$ cat src/rtl/mem_write_arbiter.sv
// Two-source write arbiter: per-source 4-entry skid FIFOs feeding one registered memory port.
// Optional per-frame consumed-word statistics are built when ARB_STATS_EN is defined.
module mem_write_arbiter #(
    parameter int MAX_BURST  = 8,
    parameter int FIFO_DEPTH = 4
) (
    input  logic        clk,
    input  logic        reset,
    input  logic        frame_flag,
    input  logic        ntsc_wr,
    input  logic [17:0] ntsc_pixel,
    input  logic [9:0]  ntsc_x,
    input  logic [8:0]  ntsc_y,
    output logic        ntsc_ok,
    input  logic        pt_wr,
    input  logic [17:0] pt_pixel_write,
    input  logic [9:0]  pt_x,
    input  logic [8:0]  pt_y,
    output logic        ptflag,
    input  logic        mem_busy,
    output logic        mem_wr,
    output logic [17:0] mem_pixel,
    output logic [9:0]  mem_x,
    output logic [8:0]  mem_y,
    output logic        mem_src,
    output logic [1:0]  ovf,
    output logic [18:0] ntsc_cnt,
    output logic [18:0] pt_cnt
);
    localparam int PW = $clog2(FIFO_DEPTH);
    localparam int CW = $clog2(FIFO_DEPTH + 1);
    localparam int BW = $clog2(MAX_BURST + 1);
    localparam int DW = 37;

    typedef enum logic {IDLE, ISSUE} state_e;

    logic [1:0]         wr, push, pop, ne, ok_v, ovf_v;
    logic [1:0][DW-1:0] din, head;

    assign wr     = {pt_wr, ntsc_wr};
    assign din[0] = {ntsc_pixel, ntsc_x, ntsc_y};
    assign din[1] = {pt_pixel_write, pt_x, pt_y};
    assign push   = wr & ok_v;

    for (genvar s = 0; s < 2; s++) begin : g_src
        logic [DW-1:0] mem_q [FIFO_DEPTH];
        logic [PW-1:0] rp_q, wp_q;
        logic [CW-1:0] cnt_q, cnt_d;
        logic          ok_q, ovf_q;

        assign ne[s]    = (cnt_q != '0);
        assign head[s]  = mem_q[rp_q];
        assign cnt_d    = cnt_q + CW'(push[s]) - CW'(pop[s]);
        assign ok_v[s]  = ok_q;
        assign ovf_v[s] = ovf_q;

        always_ff @(posedge clk) begin
            if (push[s]) mem_q[wp_q] <= din[s];
        end

        // ok looks at the post-update count so a word already in flight still fits
        always_ff @(posedge clk or posedge reset) begin
            if (reset) begin
                rp_q  <= '0;
                wp_q  <= '0;
                cnt_q <= '0;
                ok_q  <= 1'b0;
                ovf_q <= 1'b0;
            end else begin
                if (push[s]) wp_q <= wp_q + PW'(1);
                if (pop[s])  rp_q <= rp_q + PW'(1);
                cnt_q <= cnt_d;
                ok_q  <= (cnt_d <= CW'(FIFO_DEPTH - 2));
                ovf_q <= ovf_q | (wr[s] & ~ok_q);
            end
        end
    end

    state_e        state_q, state_d;
    logic          load, consume, win;
    logic [DW-1:0] word_q;
    logic          src_q, last_q;
    logic [BW-1:0] burst_q;

    always_comb begin
        state_d = state_q;
        load    = 1'b0;
        consume = (state_q == ISSUE) && !mem_busy;
        win     = ne[1];
        if (ne == 2'b11) win = (burst_q < BW'(MAX_BURST)) ? last_q : ~last_q;
        if (state_q == IDLE || consume) begin
            load    = |ne;
            state_d = (|ne) ? ISSUE : IDLE;
        end
    end

    assign pop = {load & win, load & ~win};

    always_ff @(posedge clk or posedge reset) begin
        if (reset) begin
            state_q <= IDLE;
            word_q  <= '0;
            src_q   <= 1'b0;
            last_q  <= 1'b0;
            burst_q <= '0;
        end else begin
            state_q <= state_d;
            if (load) begin
                word_q <= head[win];
                src_q  <= win;
            end
            if (frame_flag) begin
                last_q  <= 1'b0;
                burst_q <= '0;
            end else if (load) begin
                last_q <= win;
                if (win != last_q)                    burst_q <= BW'(1);
                else if (burst_q != BW'(MAX_BURST))   burst_q <= burst_q + BW'(1);
            end
        end
    end

    assign mem_wr                   = (state_q == ISSUE);
    assign {mem_pixel, mem_x, mem_y} = word_q;
    assign mem_src                  = src_q;
    assign ntsc_ok                  = ok_v[0];
    assign ptflag                   = ok_v[1];
    assign ovf                      = ovf_v;

`ifdef ARB_STATS_EN
    logic [1:0][18:0] stat_q, snap_q;

    // a word consumed on the frame_flag cycle belongs to the new frame
    always_ff @(posedge clk or posedge reset) begin
        if (reset) begin
            stat_q <= '0;
            snap_q <= '0;
        end else begin
            for (int s = 0; s < 2; s++) begin
                if (frame_flag) begin
                    snap_q[s] <= stat_q[s];
                    stat_q[s] <= 19'(consume && (src_q == 1'(s)));
                end else if (consume && (src_q == 1'(s))) begin
                    stat_q[s] <= stat_q[s] + 19'd1;
                end
            end
        end
    end

    assign ntsc_cnt = snap_q[0];
    assign pt_cnt   = snap_q[1];
`else
    assign ntsc_cnt = '0;
    assign pt_cnt   = '0;
`endif

endmodule

$ cat config.mk
export PLATFORM = sky130hd
export DESIGN_NAME = mem_write_arbiter
export DESIGN_NICKNAME = d
export VERILOG_FILES = /design/src/rtl/mem_write_arbiter.sv
export SDC_FILE = /design/constraint.sdc
export NUM_CORES = 1
export LEC_CHECK = 0
export CORE_ASPECT_RATIO = 0.6
export CORE_MARGIN = 4
export CORE_UTILIZATION = 58
export CTS_BUF_LIST = sky130_fd_sc_hd__clkbuf_8
export CTS_CLUSTER_DIAMETER = 50
export DETAILED_ROUTE_END_ITERATION = 6
export HOLD_SLACK_MARGIN = 0.15
export PLACE_DENSITY_LB_ADDON = 0.1
export SLEW_MARGIN = 20
export SYNTH_ARGS = -nofsm -noshare
export SYNTH_HDL_FRONTEND = slang
export SYNTH_SLANG_ARGS = --single-unit
$ cat constraint.sdc
create_clock -name clk -period 3 [get_ports clk]
set_input_delay 0.6 -clock clk [delete_from_list [all_inputs] [get_ports clk]]
set_output_delay 0.6 -clock clk [all_outputs]
set_load 0.05 [all_outputs]
# Yosys cells after proc, flatten, opt, wreduce, memory -nomap -nowiden
# Memory sizes are Yosys's and may differ from the RTL's.
# Index checks and enable logic that the tools add are counted.
# Widths: inputs -> output; s select.
[word_totals]
reg_bits = 62
latch_bits = 0
ramBits = 296
romBits = 0
inputBits = 80
out_inout_bits = 81
memories = 2
[op_classes]
add_sub_neg = 9
mul = 0
n_div = 0
n_lt_le_gt_ge = 4
eq_ne = 3
n_shift = 0
mux = 16
bitwise_logic = 12
reduce_logical = 9
[mem_list]
columns = ["memory", "depth", "word_bits", "read_ports", "rd_clocked_by_memory_dff", "write_ports", "line_no", "text"]
rows = [
  ["g_src[0].mem_q", 4, 37, 1, 0, 1, "46", "logic [DW-1:0] mem_q [FIFO_DEPTH];"],
  ["g_src[1].mem_q", 4, 37, 1, 0, 1, "46", ""],
]
[op_table]
columns = ["op", "n"]
rows = [
  ["$mux 37", 2],
  ["$mux 4", 4],
  ["$mux 1", 10],
  ["$reduce_bool 3->1", 3],
  ["$add 2x1->2 const B", 4],
  ["$add 3x1->3", 2],
  ["$le 3x2->1 const B", 2],
  ["$sub 3x1->3", 2],
  ["$not 1->1", 5],
  ["$add 4x1->4 const B", 1],
  ["$and 1x1->1", 4],
  ["$lt 4x4->1 const B", 1],
  ["$ne 4x4->1 const B", 1],
  ["$and 2x2->2", 1],
  ["$eq 2x2->1 const B", 1],
  ["$lt 1x2->1 const B", 1],
  ["$or 1x1->1", 2],
  ["$reduce_and 2->1", 1],
  ["$reduce_bool 2->1", 1],
  ["$reduce_or 2->1", 1],
  ["$logic_and 1x1->1", 1],
  ["$logic_not 1->1", 1],
  ["$logic_or 1x1->1", 1],
  ["$ne 1x1->1", 1],
]

# Depth between registers and ports, before layout
# Gate-level depths: netlist (run 1).
[depth]
word_depth = 7
ltp_mapped = 12

# Worst setup path after synthesis (run 1)
# OpenSTA, ideal clock, no wires.
[synth_path]
kind = "reg2reg"
from = "register g_src[0].cnt_q[2]"
to = "register g_src[1].ok_q (netlist: ptflag)"
setup_time_ps = 125
arrival_ps = 2433
setup_slack_ps = 442
stages_incl_launch_ff = 13
period_less_slack_ps = 2558
path_cell_list = "dfrtp_1 -> or3_1 -> buf_6 -> a21oi_4 -> buf_2 -> ha_1 -> inv_1 -> ha_1 -> inv_1 -> fa_1 -> xnor2_1 -> xnor2_1 -> a21oi_1"
[synth_via]
elab_chain_len = 6
word_cells_on_any_way = 8
[synth_lines]
columns = ["element", "line_no", "text"]
rows = [
  ["start: declaration", "48", "logic [CW-1:0] cnt_q, cnt_d;"],
  ["start signal: assignment", "72", "cnt_q <= cnt_d;"],
  ["$reduce_bool 3->1 *", "51", "assign ne[s] = (cnt_q != '0);"],
  ["$eq 2x2->1 or $reduce_or 2->1 (tied branches)", "90, 92", ""],
  ["$mux 1 (on tied branches)", "90, 91", ""],
  ["$and 1x1->1 *", "97", "assign pop = {load & win, load & ~win};"],
  ["via pop[1]", "37", "logic [1:0] wr, push, pop, ne, ok_v, ovf_v;"],
  ["$sub 3x1->3 *", "53", "assign cnt_d = cnt_q + CW'(push[s]) - CW'(pop[s]);"],
  ["via g_src[1].cnt_d[2]", "48", ""],
  ["$le 3x2->1 *", "73", "ok_q <= (cnt_d <= CW'(FIFO_DEPTH - 2));"],
  ["end signal: assignment", "73", ""],
  ["end: declaration", "49", "logic ok_q, ovf_q;"],
]
# The timed path passes the listed nets; every way through them passes the cells marked *.
# A chain may end at the register's enable or synchronous reset.

# Worst setup path after layout (run 1)
[layout_path]
from = "register g_src[0].cnt_q[2]"
to = "register g_src[0].ok_q (netlist: ntsc_ok)"
[layout_via]
elab_chain_len = 7
word_cells_on_any_way = 10
[layout_lines]
columns = ["element", "line_no", "text"]
rows = [
  ["$reduce_bool 3->1", "51", ""],
  ["$eq 2x2->1", "90", "if (ne == 2'b11) win = (burst_q < BW'(MAX_BURST)) ? last_q : ~last_q;"],
  ["$mux 1", "90", ""],
  ["$not 1->1", "97", ""],
  ["$and 1x1->1", "97", ""],
  ["$sub 3x1->3 *", "53", ""],
  ["via g_src[0].cnt_d[2]", "48", ""],
  ["$le 3x2->1 *", "73", ""],
  ["end signal: assignment", "73", ""],
  ["end: declaration", "49", ""],
]
# Marks and branches as above.

==> tab_implementation.tex, run 1 <==
\begin{tabular}{lr}
\hline
Metric & Value \\
\hline
\multicolumn{2}{l}{\textbf{Clock network}} \\
Number of H-tree branching levels & 2 \\
Cts repair resizes & 0 \\
Sink Count & 358 \\
Worst-skew pair later-pin latency & 0.58 ns \\
Clock edge transition at the registers on the reported setup and hold paths & 0.07 ns \\
Inserted Clock Buffers & 49 \\
Root Buffer & sky130\_fd\_sc\_hd\_\_clkbuf\_8 \\
Number of post-CTS setup repair buffers & 0 \\
CTS tree & built \\
Hold Buf Count CTS & 0 \\
CTS max path bufs & 3 \\
\multicolumn{2}{l}{\textbf{Route}} \\
Wirelength per Cell & 23.50 um \\
Detail-routed via count per cell & 5.737 \\
Number of iterations in the first detailed-routing pass & 6 \\
1st-iter DRT viols & 520 \\
Post-route ant nets & 0 \\
Overall via count from detail\_route & 7102 \\
Residual DRC & 0 \\
Total Wirelength & 29090 um \\
\multicolumn{2}{l}{\textbf{Floorplan}} \\
Die area & roughly 27000 sq um \\
Vert. Die Dim & 127.7 um \\
Initial cell density of the core & 0.5950 \\
Top-Level Pins & 161 \\
FP Rows & 43 \\
Die width & 207.6 um \\
Core Footprint & 23300 sq um \\
\multicolumn{2}{l}{\textbf{STA}} \\
Final setup violating endpoints & 0 \\
Tightest slew margin relative to the limit & 0.2789 \\
Max-slew violation count & 0 \\
Final worst path period share & 0.8491 \\
Setup repair after global routing missed its margin & false \\
Achievable clock frequency & 392.6 MHz \\
Final clock skew & roughly 0.040 ns \\
Actual transition at the worst max-transition pin & between 1 and 1.5 ns \\
Min Tclk post-route & 2.547 ns \\
Total Negative Setup Slacks & 0 ns \\
Number of hold violations in the final report & 0 \\
\multicolumn{2}{l}{\textbf{Setup path}} \\
First element of the critical path & g\_src[0].cnt\_q[2] \\
Library cell contributing the largest single delay on the critical path & sky130\_fd\_sc\_hd\_\_or3\_1 \\
Crit end category & register \\
Crit start category & register \\
Critical path class & reg -> reg \\
Minimum setup slack among reg-to-reg paths & 0.45 ns \\
Worst r2r src & g\_src[0].cnt\_q[2] \\
Endpoint of the worst setup timing path & ntsc\_ok \\
RR Endpoint & ntsc\_ok \\
Delay of the slowest cell on the worst path & 0.53 ns \\
Data required time at the worst endpoint & between 3 and 4 ns \\
Max Fanout on Critical Path & 5 \\
Worst Path Arrival & around 3 ns \\
Worst r2r path cells & 10 \\
Cell-by-cell trace of the critical path & or3\_1, o211a\_2, ha\_1, inv\_1, ha\_1, inv\_1, fa\_1, xnor2\_1, xnor2\_1, a21oi\_1 \\
\multicolumn{2}{l}{\textbf{Hold path}} \\
Type of the worst min-delay path & in -> async \\
\multicolumn{2}{l}{\textbf{Cells and area}} \\
Antenna diodes & 0 \\
Combined area of the multi-input logic cells & 3038 sq um \\
Synth-to-Final Area Change & 18.30\% \\
Share of post-route cells with drive strength above 1 & 0.1874 \\
Layout Nets & 978 \\
Register area & 10450 sq um \\
Total of fill cells in the finished design & 1480 \\
\multicolumn{2}{l}{\textbf{Global routing}} \\
Via count of the first global-routing pass & about 7700 \\
Pin count of the biggest net entering global routing & 42 \\
Global routing usage summed across all routing layers & 0.2241 \\
Remaining global-route overflow & 0 \\
First-pass GRT wire length & roughly 45000 um \\
Number of antenna violations at the first check in global routing & 0 \\
\multicolumn{2}{l}{\textbf{Power and ir drop}} \\
Pleak & 0.005929 uW \\
Switching share of power & 0.3376 \\
Peak supply drop & 0.0005088 V \\
Internal portion of total power & 10110 uW \\
Power per Cell Area & 930.7 nW/um\^{}2 \\
Sequential power share & 0.458 \\
Share of power burned in combinational logic & 0.312 \\
Clock group share of total power & 0.230 \\
Total design power & around 15000 uW \\
Switching power & slightly above 5000 uW \\
\multicolumn{2}{l}{\textbf{Yosys}} \\
Synth Instances & 717 \\
EDFF count, synth & 296 \\
Fraction of registers with async set/reset & 0.1732 \\
Synthesis warning total & 0 \\
Mapped cell area & 13860 sq um \\
Portion of synthesized cell area occupied by the leading cell type & 0.6413 \\
Mean instance size in the synthesized netlist & 19.33 sq um \\
Biggest area contributors in the synthesized netlist & sky130\_fd\_sc\_hd\_\_edfxtp\_1 (64\%), sky130\_fd\_sc\_hd\_\_mux4\_2 (12\%), sky130\_fd\_sc\_hd\_\_dfrtp\_1 (11\%) \\
Sequential-to-total area share from yosys stat & 0.7532 \\
Number of distinct library cells after synthesis & 36 \\
Largest area contributor in the netlist & sky130\_fd\_sc\_hd\_\_edfxtp\_1 \\
Most common flop cell mapped by yosys & sky130\_fd\_sc\_hd\_\_edfxtp\_1 \\
Synthesized flop and latch total & 358 \\
\multicolumn{2}{l}{\textbf{Placement}} \\
IO Port Bufs & about 120 \\
Routability Congestion & 0.7362 \\
Total half-perimeter wirelength after legalization and detailed placement & roughly 17000 um \\
\multicolumn{2}{l}{\textbf{Flow run}} \\
Max-capacitance violation count & 0 \\
\multicolumn{2}{l}{\textbf{Run status}} \\
Status & completed \\
\hline
\end{tabular}
==> layout make-up <==
type / count / share of cell area
sequential: 358 / 0.6373
tap: 315 / 0.02404
clock buffer: 56 / 0.04700
timing repair buffer: 146 / 0.09157
clock inverter: 36 / 0.01015
inverter: 20 / 0.004655
multi-input combinational: 307 / 0.1853
==> per-layer routing <==
layer	GRT usage	up-vias	share of wire
li1	-	3066	-
met1	0.3152	3677	0.42
met2	0.3680	316	0.49
met3	0.05136	43	0.081
met4	0.05361	0	0.016
met5	0	-	0
==> power by group through the flow <==
| stage | logic, uW | registers (uW) | clock network [uW] |
|---|---|---|---|
| floorplan | 2710 | 7570 | 0 |
| global placement | 4680 | 7050 | 0 |
| detailed placement | 4800 | 7110 | 0 |
| CTS | 4800 | 7010 | 3590 |
| global route | 5070 | 7120 | 3840 |
| finish | 4770 | 6980 | 3510 |
==> cell families after synthesis <==
family                   count (synthesis)  share of synthesized area
flip-flops                             358                     0.7532
AND/OR/NAND/NOR                        109                    0.03349
buffers and inverters                   89                    0.03836
multiplexers                            75                     0.1210
AO/OA/AOI/OAI                           58                    0.03123
adder cells (fa/ha/maj)                 16                    0.01553
XOR/XNOR                                11                   0.006951
other                                    1                  0.0002705
==> Yosys cell counts, types with 3 or more instances <==
master	count
sky130_fd_sc_hd__nand3_1	3
sky130_fd_sc_hd__xnor2_1	9
sky130_fd_sc_hd__nor3_1	3
sky130_fd_sc_hd__buf_2	17
sky130_fd_sc_hd__ha_1	14
sky130_fd_sc_hd__dfrtp_1	62
sky130_fd_sc_hd__clkbuf_1	7
sky130_fd_sc_hd__and3_1	8
sky130_fd_sc_hd__a21oi_1	4
sky130_fd_sc_hd__nand2_1	84
sky130_fd_sc_hd__a22oi_1	37
sky130_fd_sc_hd__o21ai_0	4
sky130_fd_sc_hd__mux4_2	74
sky130_fd_sc_hd__buf_4	43
sky130_fd_sc_hd__a21o_1	5
sky130_fd_sc_hd__edfxtp_1	296
sky130_fd_sc_hd__inv_1	20
==> sequential cells by signal, summed over array words and instances, names as in the netlist <==
signal	flops
g_src.rp_q	4
g_src.cnt_q	6
g_src.mem_q	296
word_q	37
last_q	1
burst_q	4
ptflag	1
g_src.wp_q	4
mem_src	1
g_src.ovf_q	2
ntsc_ok	1
mem_wr	1
==> layout by cell type (no fill, tap or decap), drive strengths merged, types with 7 or more instances in the layout <==
| master | Yosys | layout |
|---|---|---|
| a22oi | 37 | 37 |
| and3 | 8 | 8 |
| buf | 62 | 24 |
| clkbuf | 7 | 56 |
| clkdlybuf4s50 | 0 | 122 |
| clkinv | 0 | 7 |
| conb | 1 | 38 |
| dfrtp | 62 | 62 |
| edfxtp | 296 | 296 |
| ha | 14 | 14 |
| inv | 20 | 47 |
| mux4 | 74 | 74 |
| nand2 | 84 | 84 |
| xnor2 | 9 | 9 |
==> worst max-delay path: cells and delay by family (launching register included) <==
| kind | cells | cell delay, ns |
|---|---|---|
| DFF | 1 | 0.40 |
| AOI/OAI and AO/OA | 2 | 0.27 |
| adders and majority gates | 3 | 0.78 |
| and+or+nand+nor | 1 | 0.53 |
| xor gates and xnor gates | 2 | 0.33 |
| buffers and inverters | 2 | 0.11 |
==> per-stage QoR <==
| stage | setup slack [ns] | utilization | hold slack, ns | cells | instance area, sq um |
|---|---|---|---|---|---|
| after global routing | 0.3010 | 0.7039 | 0.4410 | 1238 | 16400 |
| final | 0.4526 | 0.7039 | 0.4211 | 1238 | 16400 |
| after global placement | 0.2436 | 0.6636 | 0.4420 | 1146 | 15460 |
| after detailed placement | 0.1983 | 0.6636 | 0.4563 | 1146 | 15460 |
| after CTS | 0.4427 | 0.7039 | 0.4044 | 1238 | 16400 |
| after floorplan | 0.4417 | - | 0.4289 | 754 | 14000 |
==> how the worst min path moves through the flow <==
| stage | start | slack (ns) | end |
|---|---|---|---|
| final | reset | 0.42 | last_q |
| after CTS | reset | 0.40 | last_q |
| after floorplan | g_src[0].ovf_q | 0.43 | g_src[0].ovf_q |
| after global routing | reset | 0.44 | word_q[18] |
| after global placement | g_src[0].ovf_q | 0.44 | g_src[0].ovf_q |
| after detailed placement | word_q[23] | 0.46 | word_q[23] |
(Power assumes the default switching activity.)
==> run 2: changes to the inputs <==
==> constraint.sdc (replaced) <==
create_clock -name clk -period 2.4 [get_ports clk]
set_input_delay 0.48 -clock clk [delete_from_list [all_inputs] [get_ports clk]]
set_output_delay 0.48 -clock clk [all_outputs]
set_load 0.05 [all_outputs]
==> run 2 against run 1 <==
  * Combinational power rose by 38%
  * Clock power rose by 19%
  * Non-clock buffer count rose by 15
  * Worst hold slack got worse by 0.16 ns
  * Via count rose by 0.73%
  * Critical endpoint unchanged
  * Largest cell class unchanged
  * Largest power group unchanged
  * Highest routed layer is now met5
==> tab_implementation.tex, run 2 (synthesis results as in run 1) <==
\begin{tabular}{lr}
\hline
Metric & Value \\
\hline
\multicolumn{2}{l}{\textbf{Setup path}} \\
Critical path depth & 10 (unchanged) \\
Worst r2r src & g\_src[0].cnt\_q[1] (was g\_src[0].cnt\_q[2]) \\
Endpoint of the worst setup timing path & ntsc\_ok (unchanged) \\
Worst Path Arrival & 2.82 ns (was 3.00 ns) \\
Library cell contributing the largest single delay on the critical path & sky130\_fd\_sc\_hd\_\_or3\_4 (was sky130\_fd\_sc\_hd\_\_or3\_1) \\
Crit end category & register (unchanged) \\
Category of cells accounting for the largest share of critical-path delay & adder cells (unchanged) \\
Crit start category & register (unchanged) \\
Buffer and inverter count on the worst path & 2 (unchanged) \\
Delay of the slowest cell on the worst path & 0.43 ns (was 0.53 ns) \\
Max Fanout on Critical Path & 3 (was 5) \\
First element of the critical path & g\_src[0].cnt\_q[1] (was g\_src[0].cnt\_q[2]) \\
Minimum setup slack among reg-to-reg paths & 0.06 ns (was 0.45 ns) \\
Critical path class & reg -> reg (unchanged) \\
Cell-by-cell trace of the critical path & or3\_4, o211a\_4, ha\_4, inv\_2, ha\_2, inv\_2, fa\_2, xnor2\_2, xnor2\_2, a21oi\_1 (was or3\_1, o211a\_2, ha\_1, inv\_1, ha\_1, inv\_1, fa\_1, xnor2\_1, xnor2\_1, a21oi\_1) \\
Worst r2r path cells & 10 (unchanged) \\
Data required time at the worst endpoint & 2.88 ns (was 3.45 ns) \\
RR Endpoint & ntsc\_ok (unchanged) \\
\multicolumn{2}{l}{\textbf{Floorplan}} \\
Core Footprint & 23300 sq um (unchanged) \\
Initial cell density of the core & 0.5950 (unchanged) \\
FP Rows & 43 (unchanged) \\
Top-Level Pins & 161 (unchanged) \\
Vert. Die Dim & 127.7 um (unchanged) \\
Die area & 26520 sq um (unchanged) \\
Die width & 207.6 um (unchanged) \\
\multicolumn{2}{l}{\textbf{STA}} \\
Max-slew violation count & 0 (unchanged) \\
Min Tclk post-route & 2.342 ns (was 2.547 ns) \\
Worst hold slack & 0.2661 ns (was 0.4211 ns) \\
Final worst path period share & 0.9757 (was 0.8491) \\
Least setup slack across all paths after layout & 0.05828 ns (was 0.4526 ns) \\
Number of hold violations in the final report & 0 (unchanged) \\
Tightest slew margin relative to the limit & 0.5219 (was 0.2789) \\
Final setup violating endpoints & 0 (unchanged) \\
Achievable clock frequency & 427.0 MHz (was 392.6 MHz) \\
Total Negative Setup Slacks & 0 ns (unchanged) \\
Final clock skew & 0.01683 ns (was 0.03970 ns) \\
Actual transition at the worst max-transition pin & 0.7144 ns (was 1.078 ns) \\
\multicolumn{2}{l}{\textbf{Power and ir drop}} \\
Sequential power share & 0.442 (was 0.458) \\
Peak supply drop & 0.0007110 V (was 0.0005088 V) \\
Power per Cell Area & 1164 nW/um\^{}2 (was 930.7 nW/um\^{}2) \\
Pleak & 0.005970 uW (was 0.005929 uW) \\
Clock group share of total power & 0.217 (was 0.230) \\
Switching power & 6534 uW (was 5153 uW) \\
Switching share of power & 0.3391 (was 0.3376) \\
Internal portion of total power & 12730 uW (was 10110 uW) \\
Share of power burned in combinational logic & 0.341 (was 0.312) \\
\multicolumn{2}{l}{\textbf{Route}} \\
Detail-routed via count per cell & 5.709 (was 5.737) \\
Residual DRC & 0 (unchanged) \\
Total Wirelength & 29050 um (was 29090 um) \\
Number of iterations in the first detailed-routing pass & 5 (was 6) \\
Post-route ant nets & 0 (unchanged) \\
Wirelength per Cell & 23.19 um (was 23.50 um) \\
1st-iter DRT viols & 593 (was 520) \\
Overall via count from detail\_route & 7154 (was 7102) \\
\multicolumn{2}{l}{\textbf{Placement}} \\
Cell area reported after detailed placement & 15570 sq um (was 15460 sq um) \\
Total half-perimeter wirelength after legalization and detailed placement & 17550 um (was 17490 um) \\
Minimum setup slack after placement & -0.1823 ns (was 0.1983 ns) \\
Routability Congestion & 0.8049 (was 0.7362) \\
IO Port Bufs & 122 (unchanged) \\
\multicolumn{2}{l}{\textbf{Cells and area}} \\
Post-Layout Inst Area & 16550 sq um (was 16400 sq um) \\
Share of post-route cells with drive strength above 1 & 0.2177 (was 0.1874) \\
Layout Nets & 993 (was 978) \\
Final core utilization & 0.7105 (was 0.7039) \\
Leading cell type in the layout, fill and taps excluded & sky130\_fd\_sc\_hd\_\_edfxtp\_1 (unchanged) \\
Commonest cells after routing, fill and taps aside & sky130\_fd\_sc\_hd\_\_edfxtp\_1 (296), sky130\_fd\_sc\_hd\_\_clkdlybuf4s50\_1 (122), sky130\_fd\_sc\_hd\_\_nand2\_1 (83) (was sky130\_fd\_sc\_hd\_\_edfxtp\_1 (296), sky130\_fd\_sc\_hd\_\_clkdlybuf4s50\_1 (122), sky130\_fd\_sc\_hd\_\_nand2\_1 (84)) \\
Register name with the most flops & g\_src.mem\_q (unchanged) \\
Biggest registers after layout & g\_src.mem\_q (296), word\_q (37), g\_src.cnt\_q (6) (unchanged) \\
Max reg flops & 296 (unchanged) \\
Synth-to-Final Area Change & 19.41\% (was 18.30\%) \\
\multicolumn{2}{l}{\textbf{Clock network}} \\
Inserted Clock Buffers & 49 (unchanged) \\
CTS max path bufs & 3 (unchanged) \\
Worst-skew pair later-pin latency & 0.57 ns (was 0.58 ns) \\
Clock edge transition at the registers on the reported setup and hold paths & 0.07 ns (about the same) \\
Number of H-tree branching levels & 2 (unchanged) \\
Root Buffer & sky130\_fd\_sc\_hd\_\_clkbuf\_8 (unchanged) \\
CTS tree & built (unchanged) \\
Sink Count & 358 (unchanged) \\
\multicolumn{2}{l}{\textbf{Global routing}} \\
Number of antenna violations at the first check in global routing & 2 (was 0) \\
Remaining global-route overflow & 0 (unchanged) \\
First-pass GRT wire length & 44910 um (was 44990 um) \\
Global routing usage summed across all routing layers & 0.2218 (was 0.2241) \\
Via count of the first global-routing pass & 7541 (was 7650) \\
Pin count of the biggest net entering global routing & 42 (unchanged) \\
\multicolumn{2}{l}{\textbf{Run status}} \\
Status & completed (unchanged) \\
\multicolumn{2}{l}{\textbf{Hold path}} \\
Type of the worst min-delay path & in -> async (unchanged) \\
\multicolumn{2}{l}{\textbf{Flow run}} \\
Max-capacitance violation count & 0 (unchanged) \\
\hline
\end{tabular}
run 2: cell type report:
cell class | instances | area (sq um)
antenna | 1 | 2.502
clock buffer | 54 | 743.2
clock inverter | 37 | 143.9
fill | 1457 | 6745
inverter | 20 | 76.32
multi-input combinational | 307 | 3138
sequential | 358 | 10450
tap | 315 | 394.1
timing repair buffer | 161 | 1602
run 2: power groups by stage:
stage	clock network (uW)	registers (uW)	logic (uW)
floorplan	0	9470	3460
global placement	0	8580	6310
global route	4620	8640	7000
finish	4190	8510	6570
CTS	4320	8530	6470
detailed placement	0	8650	6430
run 2: worst min-delay path by stage:
stage / to / slack [ns] / from
after floorplan: g_src[0].ovf_q / 0.43 / g_src[0].ovf_q
after global placement: g_src[1].ovf_q / 0.44 / g_src[1].ovf_q
after detailed placement: g_src[1].ovf_q / 0.45 / g_src[1].ovf_q
after CTS: g_src[0].ovf_q / 0.22 / reset
after global routing: word_q[14] / 0.24 / reset
final: word_q[14] / 0.27 / reset
run 2: routing by layer:
metal | up-vias | routed length [um] | GRT usage | part of all wire
li1 | 3101 | - | - | -
met1 | 3711 | 12540 | 0.3241 | 0.43
met2 | 294 | 13880 | 0.3520 | 0.48
met3 | 46 | 2180 | 0.04818 | 0.075
met4 | 2 | 445 | 0.05517 | 0.015
met5 | - | 10 | 0 | 0.00034
run 2: metrics by stage:
step | cells | total power [uW]
after floorplan | 754 | 12930
after global placement | 1157 | 14890
after detailed placement | 1157 | 15080
after CTS | 1248 | 19320
after global routing | 1253 | 20260
final | 1253 | 19270
run 2: timing repair:
| item | CTS | global route |
|---|---|---|
| buffers inserted | 0 | 4 |
| hold buffers | 0 | 0 |
| setup endpoints to repair | 1 | 3 |
| resized for setup | 1 | 10 |
| pin swaps | 0 | 7 |
==> run 3: changes to the inputs <==
--- a/config.mk
+++ b/config.mk
@@ -5,6 +5,7 @@
 export SDC_FILE = /design/constraint.sdc
 export NUM_CORES = 1
 export LEC_CHECK = 0
+export CAP_MARGIN = 20
 export CORE_ASPECT_RATIO = 0.6
 export CORE_MARGIN = 4
 export CORE_UTILIZATION = 58
==> results of run 3 <==
No change in the layout: final DEF, timing and power equal those of run 2.
